**src/rtl/dmem_copy_engine_pkg.sv**
```systemverilog
// rtl/dmem_copy_engine_pkg.sv - shared sizes and FSM encoding for the data-memory copy engine
package dmem_copy_engine_pkg;
  localparam int ADDR_W_DEF    = 16;
  localparam int DATA_W_DEF    = 16;
  localparam int MEM_DEPTH_DEF = 8;
  localparam int LEN_W_DEF     = 4;

  typedef enum logic [1:0] {
    ST_IDLE = 2'd0,
    ST_RD   = 2'd1,
    ST_WR   = 2'd2,
    ST_DONE = 2'd3
  } state_t;
endpackage

```
**src/rtl/dmem_port_mux.sv**
```systemverilog
// rtl/dmem_port_mux.sv - selects core or copy engine as the data-memory initiator
module dmem_port_mux
  import dmem_copy_engine_pkg::*;
#(
  parameter int ADDR_W = ADDR_W_DEF,
  parameter int DATA_W = DATA_W_DEF
) (
  input  logic              sel_engine,
  input  logic [ADDR_W-1:0] core_addr,
  input  logic [DATA_W-1:0] core_wdata,
  input  logic              core_we,
  input  logic              core_re,
  output logic [DATA_W-1:0] core_rdata,
  input  logic [ADDR_W-1:0] eng_addr,
  input  logic [DATA_W-1:0] eng_wdata,
  input  logic              eng_we,
  input  logic              eng_re,
  output logic [ADDR_W-1:0] mem_access_addr,
  output logic [DATA_W-1:0] mem_write_data,
  output logic              mem_write_en,
  output logic              mem_read,
  input  logic [DATA_W-1:0] mem_read_data
);
  assign mem_access_addr = sel_engine ? eng_addr  : core_addr;
  assign mem_write_data  = sel_engine ? eng_wdata : core_wdata;
  assign mem_write_en    = sel_engine ? eng_we    : core_we;
  assign mem_read        = sel_engine ? eng_re    : core_re;
  // the core never sees engine read data
  assign core_rdata      = sel_engine ? '0 : mem_read_data;
endmodule

```
**src/rtl/dmem_copy_engine.sv**
```systemverilog
// rtl/dmem_copy_engine.sv - block copy engine in front of the single-port data memory
module dmem_copy_engine
  import dmem_copy_engine_pkg::*;
#(
  parameter int ADDR_W    = ADDR_W_DEF,
  parameter int DATA_W    = DATA_W_DEF,
  parameter int MEM_DEPTH = MEM_DEPTH_DEF,
  parameter int LEN_W     = LEN_W_DEF
) (
  input  logic              clk,
  input  logic              rst,
  input  logic              start,
  input  logic [ADDR_W-1:0] src_addr,
  input  logic [ADDR_W-1:0] dst_addr,
  input  logic [LEN_W-1:0]  length,
  output logic              busy,
  output logic              done,
  output logic              error,
  input  logic [ADDR_W-1:0] core_addr,
  input  logic [DATA_W-1:0] core_wdata,
  input  logic              core_we,
  input  logic              core_re,
  output logic [DATA_W-1:0] core_rdata,
  output logic              core_stall,
  output logic [ADDR_W-1:0] mem_access_addr,
  output logic [DATA_W-1:0] mem_write_data,
  output logic              mem_write_en,
  output logic              mem_read,
  input  logic [DATA_W-1:0] mem_read_data
);
  state_t            state, state_nx;
  logic [LEN_W-1:0]  idx, len_q;
  logic [ADDR_W-1:0] src_q, dst_q;
  logic [DATA_W-1:0] rd_buf;
  logic              error_q;
  logic              len_zero, len_bad, last;
  logic [ADDR_W-1:0] eng_addr;
  logic [DATA_W-1:0] eng_wdata;
  logic              eng_we, eng_re;

  assign len_zero = (length == '0);
  assign len_bad  = int'(length) > MEM_DEPTH;
  assign last     = (idx == len_q - LEN_W'(1));

  always_comb begin
    state_nx  = state;
    eng_addr  = '0;
    eng_wdata = '0;
    eng_we    = 1'b0;
    eng_re    = 1'b0;
    case (state)
      ST_IDLE: begin
        if (start && len_zero)      state_nx = ST_DONE;
        else if (start && !len_bad) state_nx = ST_RD;
      end
      ST_RD: begin
        eng_addr = src_q + ADDR_W'(idx);
        eng_re   = 1'b1;
        state_nx = ST_WR;
      end
      ST_WR: begin
        eng_addr  = dst_q + ADDR_W'(idx);
        eng_wdata = rd_buf;
        eng_we    = 1'b1;
        state_nx  = last ? ST_DONE : ST_RD;
      end
      ST_DONE: state_nx = ST_IDLE;
      default: state_nx = ST_IDLE;
    endcase
  end

  always_ff @(posedge clk) begin
    if (rst) begin
      state   <= ST_IDLE;
      idx     <= '0;
      len_q   <= '0;
      src_q   <= '0;
      dst_q   <= '0;
      rd_buf  <= '0;
      error_q <= 1'b0;
    end else begin
      state   <= state_nx;
      error_q <= (state == ST_IDLE) && start && len_bad;
      case (state)
        ST_IDLE: if (start && !len_zero && !len_bad) begin
          src_q <= src_addr;
          dst_q <= dst_addr;
          len_q <= length;
          idx   <= '0;
        end
        ST_RD:   rd_buf <= mem_read_data;
        ST_WR:   if (!last) idx <= idx + LEN_W'(1);
        default: ;
      endcase
    end
  end

  assign busy       = (state != ST_IDLE);
  assign done       = (state == ST_DONE);
  assign error      = error_q;
  assign core_stall = busy;

  dmem_port_mux #(.ADDR_W(ADDR_W), .DATA_W(DATA_W)) u_mux (
    .sel_engine      (busy),
    .core_addr       (core_addr),
    .core_wdata      (core_wdata),
    .core_we         (core_we),
    .core_re         (core_re),
    .core_rdata      (core_rdata),
    .eng_addr        (eng_addr),
    .eng_wdata       (eng_wdata),
    .eng_we          (eng_we),
    .eng_re          (eng_re),
    .mem_access_addr (mem_access_addr),
    .mem_write_data  (mem_write_data),
    .mem_write_en    (mem_write_en),
    .mem_read        (mem_read),
    .mem_read_data   (mem_read_data)
  );
endmodule

```
**config.mk**
```make
export PLATFORM = sky130hd
export DESIGN_NAME = dmem_copy_engine
export DESIGN_NICKNAME = d
export VERILOG_FILES = /design/src/rtl/dmem_copy_engine_pkg.sv /design/src/rtl/dmem_port_mux.sv /design/src/rtl/dmem_copy_engine.sv
export SDC_FILE = /design/constraint.sdc
export NUM_CORES = 1
export LEC_CHECK = 0
export CAP_MARGIN = 20
export CORE_ASPECT_RATIO = 2
export CORE_UTILIZATION = 34
export CTS_CLUSTER_SIZE = 40
export DETAILED_ROUTE_END_ITERATION = 8
export PLACE_DENSITY = 0.65
export SYNTH_ARGS = -nofsm -noshare
export SYNTH_HDL_FRONTEND = slang
export SYNTH_SLANG_ARGS = --single-unit
```
**constraint.sdc**
```tcl
create_clock -name clk -period 4.4 [get_ports clk]
set_input_delay 0.88 -clock clk [delete_from_list [all_inputs] [get_ports clk]]
set_output_delay 0.88 -clock clk [all_outputs]
set_load 0.05 [all_outputs]
```
==> results.sh <==
export IMPL_status="finished clean"
export IMPL_yosysMostFrequentCell="nand2_1"
export IMPL_top_level_ports=143
export IMPL_grt_pass1_wl_um=16800
export IMPL_place_worst_setup_slack_ps=732
export IMPL_cp_common_cell="inv_1"
export IMPL_overflow=0
export IMPL_hold_viol_final=0
export IMPL_start_util_pct=35.3
export IMPL_worstMarginPinSlew_ps=1080
export IMPL_drt_iter0_markers=122
export IMPL_worst_setup_path_type="reg2out"
export IMPL_min_period_over_period_pct=91.4
export IMPL_cp_max_fo=10
export IMPL_cts_buffers=9
export IMPL_core_um2=10200
export IMPL_area_delta_synth_final_pct=53.1
export IMPL_portBuffers=142
export IMPL_ys_flop_type="dfxtp_1"
export IMPL_rsz0062_at_grt="false"
export IMPL_cp_slowest_cell="a21boi_2"
export IMPL_synth_fp_nets=566
export IMPL_clk_pin_slew_worst_paths_ps=50
export IMPL_clock_path_buffers=2
export IMPL_critPathLaunchType="flop"
export IMPL_synth_distinct_cells=54
export IMPL_fin_ws_ps=377
export IMPL_fin_setup_tns_ps=0
export IMPL_synth_edf_count=0
export IMPL_skew_ps=7.39
export IMPL_fp_dieArea_um2=11000
export IMPL_synth_area_um2=3600
export IMPL_wire_per_inst_um=14.7
export IMPL_drc_errors=0
export IMPL_path_buf_inv=3
export IMPL_yosysTopAreaCell="dfxtp_1"
export IMPL_max_slew_margin_pct=28.2
export IMPL_worstPathCellList="inv_1 > ha_2 > mux2_2 > ha_1 > inv_1 > fa_1 > nand3b_1 > a21boi_2 > a31oi_1 > o31ai_2 > buf_12"
export IMPL_p_leak_nw=2.08
export IMPL_cp_data_arrival_time_ps=3140
export IMPL_grt_util_all_layers_pct=20.0
export IMPL_hold_path_class="reg2reg"
export IMPL_wirelength_um=10700
export IMPL_ys_warn_count=0
export IMPL_viasPerCell=5.00
export IMPL_ys_async_sr_fraction_pct=0
export IMPL_min_period_ps=4020
export IMPL_max_freq_mhz=249
export IMPL_drive_above_1_share_pct=11.2
export IMPL_cts_repair_resized=0
export IMPL_synth_top_area_share_pct=32.8
export IMPL_synthTopCellsByArea="dfxtp_1, nand2_1, a21oi_1"
export IMPL_post_cts_buffers=0
export IMPL_clkLatencyLatePin_ps=330
export IMPL_insertedDiodeCount=0
export IMPL_p_total_mw=3.59
export IMPL_tritoncts="built"
export IMPL_die_y_um=148
export IMPL_syn_avg_cell_area_um2=7.75
export IMPL_firstDrtPassIters=5
export IMPL_cp_startpoint="state[0]"
export IMPL_grt_pass1_vias=3497
export IMPL_dr_total_vias=3662
export IMPL_ant_nets=0
export IMPL_cp_slowest_stage_delay_ps=400
export IMPL_antenna_found_initial=0
export IMPL_hold_buffers=0
export IMPL_synth_seq_cells=59
export IMPL_clock_sinks=59
export IMPL_regToRegSetupSlack_ps=1570
export IMPL_synthTopCellsByCount="nand2_1, dfxtp_1, a21oi_1"
export IMPL_synth_seq_area_share_pct=32.8
export IMPL_power_density_nw_per_um2=651
export IMPL_fin_nets=693
export IMPL_setup_viol=0
export IMPL_peakVddDrop_v=0.000284
export IMPL_rows=52
export IMPL_cts_root_buf="clkbuf_16"
export IMPL_die_x_um=74.8
export IMPL_crit_family="compound AO/OA/AOI/OAI gates"
export IMPL_end_kind="output pin"
export IMPL_syn_inst=465
export IMPL_report_final_slew_viol_count=0
export IMPL_grt_start_max_net_pins=68
export IMPL_gp_congestion=0.829
export IMPL_hold_path_startpoint="src_q[4]"
export IMPL_fillers=1007
export IMPL_drv_cap=0
export IMPL_critPathRequiredTime_ps=3520
export IMPL_dp_hpwl_um=8260
export IMPL_reg2reg_from="state[0]"
export IMPL_htreeDepth=3
layout make-up:
cell class | instances | area (um2) | area share (%)
clock buffers | 10 | 239 | 4.33
clock inverters | 6 | 65.1 | 1.18
well taps | 135 | 169 | 3.06
multi-input cells | 364 | 2250 | 40.8
flip-flops and latches | 59 | 1180 | 21.4
inverters | 10 | 37.5 | 0.680
repair buffers | 148 | 1570 | 28.5
stage by stage:
step	instance area (um2)	utilization, %	instances	hold WS (ps)
after global placement	5210	51.0	716	443
after CTS	5520	54.0	732	455
after floorplan	3610	-	465	433
after global routing	5520	54.0	732	486
after detailed placement	5210	51.0	716	445
final	5520	54.0	732	455
final timing paths:
path,end,cells after the start
setup / recovery,mem_access_addr[8],11
hold / removal,src_q[4],2
setup reg to reg,idx[2],6
hold reg to reg,src_q[4],2
layout by cell type (no fill, tap or decap), drive strengths merged, types with 2 or more instances in the layout:
cell type,count
nand2,128
nand3,7
mux2i,21
nor2,19
mux2,13
or3,2
o211ai,4
a22oi,3
o21ai,24
xor2,4
o31ai,4
buf,22
clkinv,4
xnor2,3
inv,10
o21a,3
a21oi,42
dfxtp,59
clkdlybuf4s50,126
nand2b,3
nor3,4
nand4,8
a22o,3
ha,11
nor2b,2
clkbuf,10
nand3b,6
a311oi,2
nor4,2
and2,18
a32o,7
a31o,5
logic make-up (layout without fill, tap and decap cells):
| kind of cell | Yosys count | in the layout | synth area share, % |
|---|---|---|---|
| xor+xnor | 8 | 8 | 2.33 |
| fa+ha+maj | 12 | 12 | 4.38 |
| flops | 59 | 59 | 32.8 |
| mux | 34 | 34 | 9.90 |
| compound gates | 107 | 107 | 19.1 |
| buf+inv | 42 | 174 | 5.31 |
| simple gates | 203 | 203 | 26.2 |
sequential cells by signal, indices dropped and copies added, names as in the netlist:
name    count
dst_q      16
rd_buf     16
src_q      16
idx         4
len_q       4
state       2
error       1
where the power goes:
group / internal, mW / total [mW] / switching (mW)
clock network: 0.452 / 0.697 / 0.245
logic: 0.826 / 2.21 / 1.38
registers: 0.622 / 0.682 / 0.0598
total: 1.90 / 3.59 / 1.69
worst min-delay path, delay by kind of cell (launching register included):
kind            cells  cell delay (ps)
simple gates        1               50
compound gates      1               50
flops               1              300
metal layers:
layer | vias to the layer above | GRT usage [%] | part of all wire, % | routed length, um
li1 | 1869 | - | - | -
met1 | 1656 | 19.9 | 37 | 3920
met2 | 126 | 37.7 | 55 | 5920
met3 | 11 | 4.98 | 6.4 | 682
met4 | 0 | 7.36 | 1.9 | 205
met5 | - | 0 | 0 | 0
Note: power is estimated with default switching activity, not from simulation.
